===== src/rtl/multicycle_control.sv =====
// Multicycle datapath control FSM: steps each instruction through
// FETCH/DECODE/EXEC/MEM/WB and drives the datapath controls per state.
module multicycle_control (
   input  logic        clk,
   input  logic        rst,
   input  logic [5:0]  opcode,
   input  logic        zero,
   output logic        SelectIns,
   output logic        RegWrite,
   output logic        RegDst,
   output logic        ALUSrcA,
   output logic [1:0]  ALUSrcB,
   output logic        MemWrite,
   output logic        MemtoReg,
   output logic        BEQ,
   output logic [1:0]  PCSrc,
   output logic        pc_write,
   output logic        pc_write_cond,
   output logic        ir_write,
   output logic [3:0]  state,
   output logic        halted,
   output logic        illegal,
   output logic [31:0] retired
);

   localparam logic [5:0] OP_LW   = 6'b100000;
   localparam logic [5:0] OP_SW   = 6'b100001;
   localparam logic [5:0] OP_BEQ  = 6'b110000;
   localparam logic [5:0] OP_BNE  = 6'b110001;
   localparam logic [5:0] OP_JMP  = 6'b110010;
   localparam logic [5:0] OP_HALT = 6'b111111;

   typedef enum logic [3:0] {
      S_FETCH    = 4'd0,
      S_DECODE   = 4'd1,
      S_EXEC_R   = 4'd2,
      S_EXEC_I   = 4'd3,
      S_MEM_ADDR = 4'd4,
      S_MEM_RD   = 4'd5,
      S_MEM_WR   = 4'd6,
      S_WB_ALU   = 4'd7,
      S_WB_MEM   = 4'd8,
      S_BRANCH   = 4'd9,
      S_JUMP     = 4'd10,
      S_HALT     = 4'd11
   } state_t;

   state_t     st;
   state_t     nxt;
   state_t     dec_nxt;
   logic [5:0] op_q;
   logic       dec_bad;
   logic       fin;

   // Opcode classification; only consulted while in DECODE.
   always_comb begin
      dec_nxt = S_FETCH;
      dec_bad = 1'b0;
      if (opcode[5:4] == 2'b00)
         dec_nxt = S_EXEC_R;
      else if (opcode[5:4] == 2'b01)
         dec_nxt = S_EXEC_I;
      else if (opcode == OP_LW || opcode == OP_SW)
         dec_nxt = S_MEM_ADDR;
      else if (opcode == OP_BEQ || opcode == OP_BNE)
         dec_nxt = S_BRANCH;
      else if (opcode == OP_JMP)
         dec_nxt = S_JUMP;
      else if (opcode == OP_HALT)
         dec_nxt = S_HALT;
      else
         dec_bad = 1'b1;
   end

   // Next-state selection and retire detection.
   always_comb begin
      nxt = S_FETCH;
      fin = 1'b0;
      unique case (st)
         S_FETCH:    nxt = S_DECODE;
         S_DECODE: begin
            nxt = dec_nxt;
            fin = (dec_nxt == S_HALT);
         end
         S_EXEC_R:   nxt = S_WB_ALU;
         S_EXEC_I:   nxt = S_WB_ALU;
         S_MEM_ADDR: nxt = (op_q == OP_SW) ? S_MEM_WR : S_MEM_RD;
         S_MEM_RD:   nxt = S_WB_MEM;
         S_HALT:     nxt = S_HALT;
         S_WB_ALU, S_WB_MEM, S_MEM_WR,
         S_BRANCH, S_JUMP: begin
            nxt = S_FETCH;
            fin = 1'b1;
         end
         default:    nxt = S_FETCH;
      endcase
   end

   // State, latched opcode and status registers.
   always_ff @(posedge clk) begin
      if (rst) begin
         st      <= S_FETCH;
         op_q    <= 6'd0;
         illegal <= 1'b0;
         retired <= 32'd0;
         halted  <= 1'b0;
      end else begin
         st     <= nxt;
         halted <= (nxt == S_HALT);
         if (st == S_DECODE) begin
            op_q <= opcode;
            if (dec_bad)
               illegal <= 1'b1;
         end
         if (fin)
            retired <= retired + 32'd1;
      end
   end

   // Moore decode of the state register; held quiet while rst is high.
   always_comb begin
      SelectIns     = 1'b0;
      RegWrite      = 1'b0;
      RegDst        = 1'b0;
      ALUSrcA       = 1'b0;
      ALUSrcB       = 2'd0;
      MemWrite      = 1'b0;
      MemtoReg      = 1'b0;
      BEQ           = 1'b0;
      PCSrc         = 2'd0;
      pc_write      = 1'b0;
      pc_write_cond = 1'b0;
      ir_write      = 1'b0;
      if (!rst) begin
         unique case (st)
            S_FETCH: begin
               ir_write = 1'b1;
               ALUSrcB  = 2'd1;
               pc_write = 1'b1;
            end
            S_EXEC_R: begin
               ALUSrcA = 1'b1;
            end
            S_EXEC_I, S_MEM_ADDR: begin
               ALUSrcA = 1'b1;
               ALUSrcB = 2'd2;
            end
            S_WB_ALU: begin
               RegWrite = 1'b1;
               RegDst   = (op_q[5:4] == 2'b00);
            end
            S_MEM_RD: begin
               SelectIns = 1'b1;
            end
            S_WB_MEM: begin
               RegWrite = 1'b1;
               MemtoReg = 1'b1;
            end
            S_MEM_WR: begin
               MemWrite  = 1'b1;
               SelectIns = 1'b1;
            end
            S_BRANCH: begin
               ALUSrcA       = 1'b1;
               PCSrc         = 2'd2;
               pc_write_cond = 1'b1;
               BEQ           = (op_q == OP_BNE);
            end
            S_JUMP: begin
               PCSrc    = 2'd2;
               pc_write = 1'b1;
            end
            default: ;
         endcase
      end
   end

   assign state = st;

endmodule

===== config.mk =====
export PLATFORM = sky130hd
export DESIGN_NAME = multicycle_control
export DESIGN_NICKNAME = d
export VERILOG_FILES = /design/src/rtl/multicycle_control.sv
export SDC_FILE = /design/constraint.sdc
export NUM_CORES = 1
export LEC_CHECK = 0
export BUFFER_PORTS_ARGS = -buffer_cell sky130_fd_sc_hd__buf_4
export CAP_MARGIN = 10
export CORE_MARGIN = 2
export CORE_UTILIZATION = 40
export DETAILED_ROUTE_END_ITERATION = 8
export GPL_TIMING_DRIVEN = 0
export SYNTH_ARGS = -nofsm -noshare
export SYNTH_HDL_FRONTEND = slang
export SYNTH_SLANG_ARGS = --single-unit

===== constraint.sdc =====
create_clock -name clk -period 4.6 [get_ports clk]
set_input_delay 0.46 -clock clk [delete_from_list [all_inputs] [get_ports clk]]
set_output_delay 0.46 -clock clk [all_outputs]
set_load 0.05 [all_outputs]

==> summary.txt, run 1 <==
Status
  – Outcome: complete, no violations

Setup path
  – Startpoint Class: flip-flop
  – WS Path Type: reg -> out
  – FF-to-FF Start: state[0]
  – R2R cell count: 5
  – WP buf/inv: 2
  – CP peak stage delay: 0.51 ns
  – Critical-path cell list: clkbuf_1 -> nor4b_1 -> and3_1 -> buf_4
  – CP Capture Type: output port
  – Peak fanout along the critical path: 10
  – Worst Setup SP: state[0]
  – Crit. path cell count: 4
  – Worst path top cell family by delay: simple AND/OR/NAND/NOR gates
  – Worst path required time: 4.14 ns
  – R2R Setup Slk: 2.17 ns
  – WP data arrival: 2.16 ns
  – Reg-to-reg endpoint: retired[27]
  – Worst setup path end: BEQ
  – Worst path slowest cell: dfxtp_1

Clock tree
  – PostCTS Resize Cnt: 0
  – CTS buffer count: 5
  – TritonCTS clock tree: done
  – Worst-path clk slew: 0.10 ns
  – Count of hold-fix buffers inserted at cts: 0
  – CTS H-Tree Depth: 2
  – Postcts setup bufs: 0
  – CTS root buffer: clkbuf_8
  – Clock latency on the worst-skew pair: 0.30 ns
  – Clock buffer depth: 2
  – Clock sinks: 44

Yosys
  – Sequential fraction of the synthesis area: 36.23%
  – Post-Syn Area: 0.002431 mm²
  – Asr flop ratio synth: 0%
  – Synthesized flop and latch total: 44
  – Unique cell type count in the Yosys netlist: 53
  – Post-synth EDFFs: 0
  – Synthesized area per cell: 8.213 µm²
  – Area contributors post-synth: dfxtp_1 (36%), a21oi_1 (5.4%), nor2_1 (4.5%)
  – Share of the synthesized area in the top cell type: 36.23%
  – Yosys warning count: 0
  – Synth Flop Type: dfxtp_1
  – Syn Inst Count: 296
  – Synthesized net count: 306
  – Biggest area consumer among synthesized cells: dfxtp_1

Drt
  – Post-route ant nets: 0
  – Drt total wl: 6415 µm
  – DR WL/cell: 14.71 µm
  – Via count: 2389
  – Iteration-0 DRC Markers: 150
  – DR pass1 iterations: 4
  – DRC Markers: 0
  – Vias/cell: 5.479

Global route
  – First-pass GRT wire length: 10130 µm
  – Layer with the highest usage: met2
  – Initial antenna violation count: 0
  – Largest net degree at the start of global routing: 16
  – Number of global-route vias before repair: 2072
  – GRT Util Overall: 19.27%
  – Total gr overflow: 0
  – Met1 GRT Util: 27.33%
  – M2 GR Usage: 29.43%
  – Routing usage on met3: 4.615%

Power
  – Leakage: 1.168 nW
  – Worst IR Drop VDD: 0.2438 mV
  – Pwr Density: 372.9 mW/mm²

STA
  – FMAX: 381.9 MHz
  – Final setup TNS: 0 ns
  – Ratio of final minimum period to clock period: 56.93%
  – Minimum clock period: 2.619 ns
  – RSZ-0062 raised after global routing: no
  – Final Hold Fails: 0
  – Slew headroom: 52.72%
  – Worst slew pin tran: 0.7065 ns
  – Final setup viols: 0
  – Final max-slew violation count: 0
  – Clock Skew: 0.01026 ns

Die
  – Starting Density: 41.31%
  – Die X: 81.96 µm
  – Die height: 81.96 µm
  – Io pins: 61
  – Rows: 28
  – Placeable Area: 0.005886 mm²
  – DIE AREA: 0.006717 mm²

Flow run
  – Max-cap violations: 0

Placement
  – Placed instance area: 0.002953 mm²
  – I/O Buffers: 57
  – RePlAce Congestion: 0.8241
  – DPL Wire Length: 4686 µm

Final layout
  – Layout cells sized above 1: 22.71%
  – # nets final: 370
  – Design Area, Final: 0.003068 mm²
  – Area grow syn2layout: 26.20%
  – ANT cells: 0

Min path
  – Worst Hold Depth: 3
  – Hold Crit Class: in -> reg
-- synth_stat cells, types with 2 or more instances --
cell type  instances
and4_1             4
and2_1             5
nand2b_1           2
o21a_1             3
nor2b_1            3
or3_1              9
nor2_1            29
nand3_1            9
o2111ai_1          4
dfxtp_1           44
o21ai_1            9
a32oi_1            2
nor3_1             7
a211oi_1           6
and3_1             8
o2111a_1           2
a21oi_1           26
nand2_1           27
clkbuf_1          12
buf_2              2
nor4_1             7
nand4b_1           5
o21ai_0            8
buf_6              3
buf_4              2
xor2_1             6
nor4b_1            3
o2111ai_4          2
inv_1              8
nand4_1            7
xnor2_1           10
-- metal layers --
| layer | vias up | wire length, µm |
|---|---|---|
| met5 | - | 0 |
| li1 | 1214 | - |
| met4 | 0 | 62 |
| met3 | 6 | 397 |
| met2 | 68 | 2875 |
| met1 | 1101 | 3080 |
-- stage by stage --
stage	instances	setup WS (ns)	hold slack (ns)	util [%]	power [mW]
3_3_place_gp	428	2.088	0.4447	50.17	0.8406
5_1_grt	436	1.834	0.4319	52.13	1.207
2_1_floorplan	296	0.7206	0.4364	-	0.7369
4_1_cts	436	1.980	0.4247	52.13	1.153
6_report	436	1.981	0.4381	52.13	1.144
3_5_place_dp	428	2.141	0.4613	50.17	0.8417
-- power by group --
group          total (mW)  switching (mW)  internal (mW)
sequential          0.436          0.0294          0.407
clock               0.309           0.145          0.164
combinational       0.399           0.268          0.131
total                1.14           0.442          0.702
-- sequential cells by signal, summed over array words and instances, names as in the netlist --
register	count
illegal	1
op_q	6
state	4
retired	32
halted	1
-- cells by family after synthesis --
| kind of cell | after synthesis | synth area share [%] |
|---|---|---|
| and+or+nand+nor | 131 | 29.64 |
| other | 1 | 0.1543 |
| adders and majority gates | 1 | 0.5146 |
| buffers and inverters | 27 | 5.507 |
| AOI/OAI and AO/OA | 75 | 21.72 |
| muxes | 1 | 0.4632 |
| DFF | 44 | 36.23 |
| xor gates and xnor gates | 16 | 5.764 |
-- worst min-delay path, stage by stage --
cell and delay, ns:
buf_4 0.14, nand2_1 0.06, a21oi_1 0.05
-- layout by cell type, fill, tap and decap left out, types with 7 or more instances in the layout --
cell type  netlist  layout
inv_1            8       8
xnor2_1         10      10
nor4_1           7       7
a21oi_1         26      26
o21ai_0          8       8
or3_1            9       9
nand2_1         27      27
buf_4            2      59
clkbuf_1        12      12
nor3_1           7       7
nand4_1          7       7
and3_1           8       8
o21ai_1          9       9
nand3_1          9       9
nor2_1          29      29
dfxtp_1         44      44
-- area by class of cell --
cell class | instances | area (µm²)
Fill cell | 612 | 2818
Clock buffer | 5 | 68.82
Inverter | 8 | 30.03
Sequential cell | 44 | 880.8
Multi-Input combinational cell | 225 | 1416
Tap cell | 75 | 93.84
Buffer | 19 | 103.9
Clock inverter | 3 | 46.29
Timing Repair Buffer | 57 | 427.9
-- worst min path at each step --
stage                     startpoint       to  slack, ns
after floorplan              op_q[0]  op_q[0]       0.44
after global placement       op_q[0]  op_q[0]       0.44
after detailed placement     op_q[3]  op_q[3]       0.46
after CTS                  opcode[1]  op_q[1]       0.42
after global routing       opcode[3]  op_q[3]       0.43
final                      opcode[3]  op_q[3]       0.44
No activity file was read; power rests on OpenSTA's default activity.
==> run 2: changes to the inputs <==
--- a/config.mk
+++ b/config.mk
@@ -5,6 +5,7 @@
 export SDC_FILE = /design/constraint.sdc
 export NUM_CORES = 1
 export LEC_CHECK = 0
+export ABC_AREA = 1
 export BUFFER_PORTS_ARGS = -buffer_cell sky130_fd_sc_hd__buf_4
 export CAP_MARGIN = 10
 export CORE_MARGIN = 2
==> constraint.sdc (replaced) <==
create_clock -name clk -period 2.3 [get_ports clk]
set_input_delay 0.23 -clock clk [delete_from_list [all_inputs] [get_ports clk]]
set_output_delay 0.23 -clock clk [all_outputs]
set_load 0.05 [all_outputs]
==> run 2 against run 1 <==
- critical path depth is 6 higher
- synthesized cell count up 47%
- register-to-register slack lost 1.7 ns
- via count up 19%
- largest cell class unchanged
- clock-buffer cell count rose by 3
- critical path type is now reg -> reg
- clock skew hardly changed
- hold slack got worse by 0.24 ns
==> summary.txt, run 2 <==
STA
  – Clock Skew: 0.01026 ns
  – Final worst slack: 0.5189 ns
  – RSZ-0062 raised after global routing: no
  – Worst slew pin tran: 0.5674 ns
  – Ratio of final minimum period to clock period: 77.44%
  – Final setup TNS: 0 ns
  – Final Hold Fails: 0
  – FMAX: 561.5 MHz
  – Minimum clock period: 1.781 ns
  – Final setup viols: 0
  – Slew headroom: 62.17%
  – Final max-slew violation count: 0

Drt
  – Via count: 2845
  – DRC Markers: 0
  – DR WL/cell: 12.63 µm
  – Drt total wl: 7290 µm
  – DR pass1 iterations: 4
  – Iteration-0 DRC Markers: 87
  – Post-route ant nets: 0
  – Vias/cell: 4.931

Yosys
  – Post-synth EDFFs: 0
  – Synthesized area per cell: 6.115 µm²
  – Post-Syn Area: 0.002660 mm²
  – Unique cell type count in the Yosys netlist: 29
  – Share of the synthesized area in the top cell type: 33.11%
  – Sequential fraction of the synthesis area: 33.11%
  – Biggest area consumer among synthesized cells: dfxtp_1
  – Asr flop ratio synth: 0%
  – Synth Flop Type: dfxtp_1
  – Commonest cells in the netlist: nand2_1 (125), nor2_1 (83), dfxtp_1 (44)
  – Syn Inst Count: 435
  – Most common cell in the netlist: nand2_1
  – Area contributors post-synth: dfxtp_1 (33%), nand2_1 (18%), nor2_1 (12%)
  – Yosys warning count: 0
  – Synthesized flop and latch total: 44
  – Synthesized net count: 445

Placement
  – Pre-CTS setup slack: 0.5476 ns
  – I/O Buffers: 57
  – RePlAce Congestion: 0.8986
  – DPL Wire Length: 5639 µm

Clock tree
  – TritonCTS clock tree: done
  – Worst-path clk slew: 0.08 ns
  – Count of hold-fix buffers inserted at cts: 0
  – PostCTS Resize Cnt: 0
  – Clock buffer depth: 2
  – CTS H-Tree Depth: 2
  – Clock sinks: 44
  – CTS root buffer: clkbuf_8
  – CTS buffer count: 5
  – Clock latency on the worst-skew pair: 0.30 ns
  – Postcts setup bufs: 0

Power
  – Sw Ratio: 33.30%
  – Clk pwr share: 29.3%
  – Net Sw Power: 579.4 µW
  – Logic pwr share: 23.3%
  – Pint: 1.160 mW
  – Pwr Density: 529.3 mW/mm²
  – Sequential power share: 47.4%
  – Leakage: 1.314 nW
  – Worst IR Drop VDD: 0.4075 mV

Die
  – Die height: 85.55 µm
  – DIE AREA: 0.007319 mm²
  – Rows: 29
  – Die X: 85.55 µm
  – Io pins: 61
  – Starting Density: 41.65%
  – Placeable Area: 0.006386 mm²

Final layout
  – Most common cell after layout, fill and taps aside: nand2_1
  – Most flops, register: retired
  – Reg area: 880.8 µm²
  – Area grow syn2layout: 23.57%
  – Fillers: 683
  – ANT cells: 0
  – Layout cells sized above 1: 20.00%
  – Most frequent cells in the layout: nand2_1 (125), nor2_1 (83), buf_4 (62), dfxtp_1 (44), inv_1 (40)
  – Largest register FFs: 32
  – Multi-input logic area: 0.001541 mm²
  – # nets final: 509

Global route
  – Total gr overflow: 0
  – First-pass GRT wire length: 11760 µm
  – Initial antenna violation count: 0
  – Routing usage on met3: 3.657%
  – GRT Util Overall: 20.03%
  – Met1 GRT Util: 27.66%
  – Number of global-route vias before repair: 2458
  – Largest net degree at the start of global routing: 13
  – M2 GR Usage: 32.95%
  – Layer with the highest usage: met2

Min path
  – Endpoint, Worst Hold: op_q[3]
  – Worst Hold Depth: 3
  – Hold_sp: opcode[3]
  – Hold Crit Class: in -> reg

Setup path
  – CP peak stage delay: 0.43 ns
  – Worst path slowest cell: dfxtp_1
  – WS Path Type: reg -> reg
  – FF-to-FF Start: retired[0]
  – R2R Setup Slk: 0.52 ns
  – CP dominant cell by count: nand2_1
  – R2R cell count: 10
  – CP Capture Type: flip-flop
  – Critical-path cell list: ha_1 -> nand2_1 -> nor2_1 -> nand2_1 -> nor2_1 -> nand2_1 -> nand2_1 -> nand2_1 -> nand2_1 -> a21oi_1
  – Startpoint Class: flip-flop
  – Peak fanout along the critical path: 6
  – Reg-to-reg endpoint: retired[30]
  – WP data arrival: 1.94 ns
  – Worst path required time: 2.46 ns
  – WP buf/inv: 0
  – Worst path top cell family by delay: simple AND/OR/NAND/NOR gates

Status
  – Outcome: complete, no violations

Flow run
  – Max-cap violations: 0
run 2: changes by cell type in the layout (fill, tap and decap cells not counted), moves of 10 or more:
cell and change:
inv_1 +32, nand2_1 +98, nand3_1 +21, nor2_1 +54, xnor2_1 -10
run 2: per-stage QoR:
stage / total power, mW / std cells / area (µm²) / utilization (%) / hold WS [ns]
after global routing: 1.833 / 577 / 3287 / 51.47 / 0.1739
final: 1.740 / 577 / 3287 / 51.47 / 0.1960
after global placement: 1.245 / 569 / 3197 / 50.06 / 0.4495
after CTS: 1.753 / 577 / 3287 / 51.47 / 0.1801
after detailed placement: 1.246 / 569 / 3197 / 50.06 / 0.4534
after floorplan: 1.132 / 435 / 2673 / - / 0.3649
run 2: worst min-delay path, cell delays in order:
cell and delay, ns:
buf_4 0.09, nor2_1 0.04, nor2_1 0.09
run 2: worst max-delay path by stage:
stage	from	end	slack, ns	cells after the start
CTS	retired[0]	retired[30]	0.53	10
global placement	retired[0]	retired[30]	0.58	10
finish	retired[0]	retired[30]	0.52	10
global route	retired[0]	retired[30]	0.39	10
floorplan	state[2]	ALUSrcA	0.13	4
detailed placement	retired[0]	retired[30]	0.55	10
run 2: cell families after synthesis:
family / after synthesis / synth area share, %
AOI/OAI and AO/OA: 57 / 11.10
xor gates and xnor gates: 3 / 0.9880
adders and majority gates: 1 / 0.4703
buffers and inverters: 57 / 9.407
DFF: 44 / 33.11
other: 1 / 0.1410
and+or+nand+nor: 272 / 44.78
run 2: power by group through the flow:
| stage | clock, mW | sequential, mW | combinational, mW |
|---|---|---|---|
| global placement | 0 | 0.842 | 0.403 |
| global route | 0.558 | 0.830 | 0.445 |
| CTS | 0.522 | 0.825 | 0.406 |
| floorplan | 0 | 0.887 | 0.245 |
| detailed placement | 0 | 0.842 | 0.404 |
| finish | 0.510 | 0.825 | 0.405 |
run 2: metal layers:
metal | wire [µm] | share of wire [%] | up-vias
met2 | 3236 | 44 | 58
met1 | 3667 | 50 | 1276
met5 | 0 | 0 | -
met4 | 29 | 0.40 | 0
met3 | 356 | 4.9 | 2
li1 | - | - | 1509
run 2: layout make-up:
cell class | count | area share (%)
buffer | 14 | 2.703
timing repair buffer | 57 | 13.02
tap | 77 | 2.931
inverter | 43 | 4.911
clock buffer | 8 | 2.741
sequential | 44 | 26.80
multi-input combinational | 334 | 46.90
==> run 3: changes to the inputs <==
==> constraint.sdc (replaced) <==
create_clock -name clk -period 1.85 [get_ports clk]
set_input_delay 0.185 -clock clk [delete_from_list [all_inputs] [get_ports clk]]
set_output_delay 0.185 -clock clk [all_outputs]
set_load 0.05 [all_outputs]
==> run 3 against run 2 <==
- clock-buffer cell count decreased by 3
- non-clock buffer count unchanged
- die area unchanged
- sequential power increased by 25%
- sequential cell count unchanged
- cell count unchanged
- critical endpoint is now BEQ
- largest power group unchanged
==> summary.txt, run 3 (synthesis results as in run 2) <==
Clock tree
  – CTS buffer count: 5
  – Postcts setup bufs: 0
  – TritonCTS clock tree: done
  – Clock buffer depth: 2
  – PostCTS Resize Cnt: 0
  – Clock sinks: 44
  – CTS root buffer: clkbuf_8
  – Worst-path clk slew: 0.09 ns
  – Clock latency on the worst-skew pair: 0.30 ns
  – Count of hold-fix buffers inserted at cts: 0
  – CTS H-Tree Depth: 2

Global route
  – Total gr overflow: 0
  – Largest net degree at the start of global routing: 15
  – Number of global-route vias before repair: 2648
  – Layer with the highest usage: met2
  – GRT Util Overall: 20.47%
  – M2 GR Usage: 37.36%
  – Routing usage on met3: 3.754%
  – Initial antenna violation count: 0
  – Met1 GRT Util: 24.45%
  – First-pass GRT wire length: 12120 µm

Drt
  – Post-route ant nets: 0
  – DRC Markers: 0
  – DR WL/cell: 12.73 µm
  – Via count: 2856
  – Vias/cell: 4.950
  – DR pass1 iterations: 4
  – Drt total wl: 7345 µm
  – Iteration-0 DRC Markers: 121

STA
  – Final setup TNS: 0 ns
  – Minimum clock period: 1.714 ns
  – Final hold slack: 0.1304 ns
  – Slew headroom: 63.21%
  – Worst slew pin tran: 0.5518 ns
  – Final max-slew violation count: 0
  – FMAX: 583.4 MHz
  – Final setup viols: 0
  – Final Hold Fails: 0
  – Ratio of final minimum period to clock period: 92.66%
  – Clock Skew: 0.002307 ns
  – RSZ-0062 raised after global routing: no

Final layout
  – Largest register FFs: 32
  – # nets final: 509
  – Multi-input logic area: 0.001577 mm²
  – ANT cells: 0
  – Layout cells sized above 1: 21.80%
  – Area grow syn2layout: 25.68%
  – Reg area: 880.8 µm²
  – Fillers: 689
  – Most common cell after layout, fill and taps aside: nand2_1
  – Most frequent cells in the layout: nand2_1 (125), nor2_1 (81), buf_4 (62), dfxtp_1 (44), inv_1 (40)
  – Post-Layout Cell Count: 577
  – Most flops, register: retired
  – Final Util: 52.35%

Die
  – Die X: 85.55 µm
  – Rows: 29
  – Starting Density: 41.65%
  – DIE AREA: 0.007319 mm²
  – Placeable Area: 0.006386 mm²
  – Io pins: 61
  – Die height: 85.55 µm

Setup path
  – Peak fanout along the critical path: 5
  – CP Capture Type: output port
  – Worst path required time: 1.66 ns
  – WS Path Type: reg -> out
  – Startpoint Class: flip-flop
  – WP data arrival: 1.53 ns

Placement
  – I/O Buffers: 57
  – DPL Wire Length: 5650 µm
  – DP Cell Count: 569
  – RePlAce Congestion: 0.9042

Power
  – Worst IR Drop VDD: 0.3446 mV
  – Pwr Total: 2.310 mW
  – Leakage: 1.323 nW
  – Pwr Density: 690.9 mW/mm²

Min path
  – Hold Crit Class: in -> reg

Status
  – Outcome: complete, no violations

Flow run
  – Max-cap violations: 0
[run 3: area by class of cell]
class | count | share of cell area [%]
Multi-Input combinational cell | 334 | 47.16
Sequential cell | 44 | 26.35
Timing Repair Buffer | 57 | 12.80
Inverter | 43 | 4.828
Tap cell | 77 | 2.882
Buffer | 14 | 2.657
Clock buffer | 5 | 2.058
Clock inverter | 3 | 1.272
[run 3: worst paths after layout]
path	slack (ns)	cells after the start	endpoint	start
min	0.13	3	op_q[2]	opcode[2]
max	0.14	5	BEQ	state[0]
min reg2reg	0.46	2	op_q[0]	op_q[0]
max reg2reg	0.19	9	retired[24]	retired[0]
[run 3: critical path, stage by stage, from the launching register on]
cell     delay [ns]
dfxtp_1        0.43
nand2_2        0.11
nor3_1         0.14
inv_1          0.14
nor4_2         0.17
buf_4          0.24
[run 3: per-layer routing]
| layer | vias up | wire [µm] |
|---|---|---|
| li1 | 1504 | - |
| met1 | 1278 | 3364 |
| met2 | 66 | 3531 |
| met3 | 8 | 348 |
| met4 | 0 | 101 |
| met5 | - | 0 |
[run 3: power by group]
part	switching, mW	leakage (nW)	internal [mW]	total [mW]
logic	0.359	0.913	0.152	0.510
clock network	0.371	0.0541	0.400	0.771
registers	0.0378	0.356	0.990	1.03
[run 3: stage by stage]
step	setup slack (ns)	area, µm²
after detailed placement	0.1766	3232
after global routing	0.02938	3343
after global placement	0.1748	3232
after floorplan	-0.2602	2708
after CTS	0.1293	3343
final	0.1358	3343
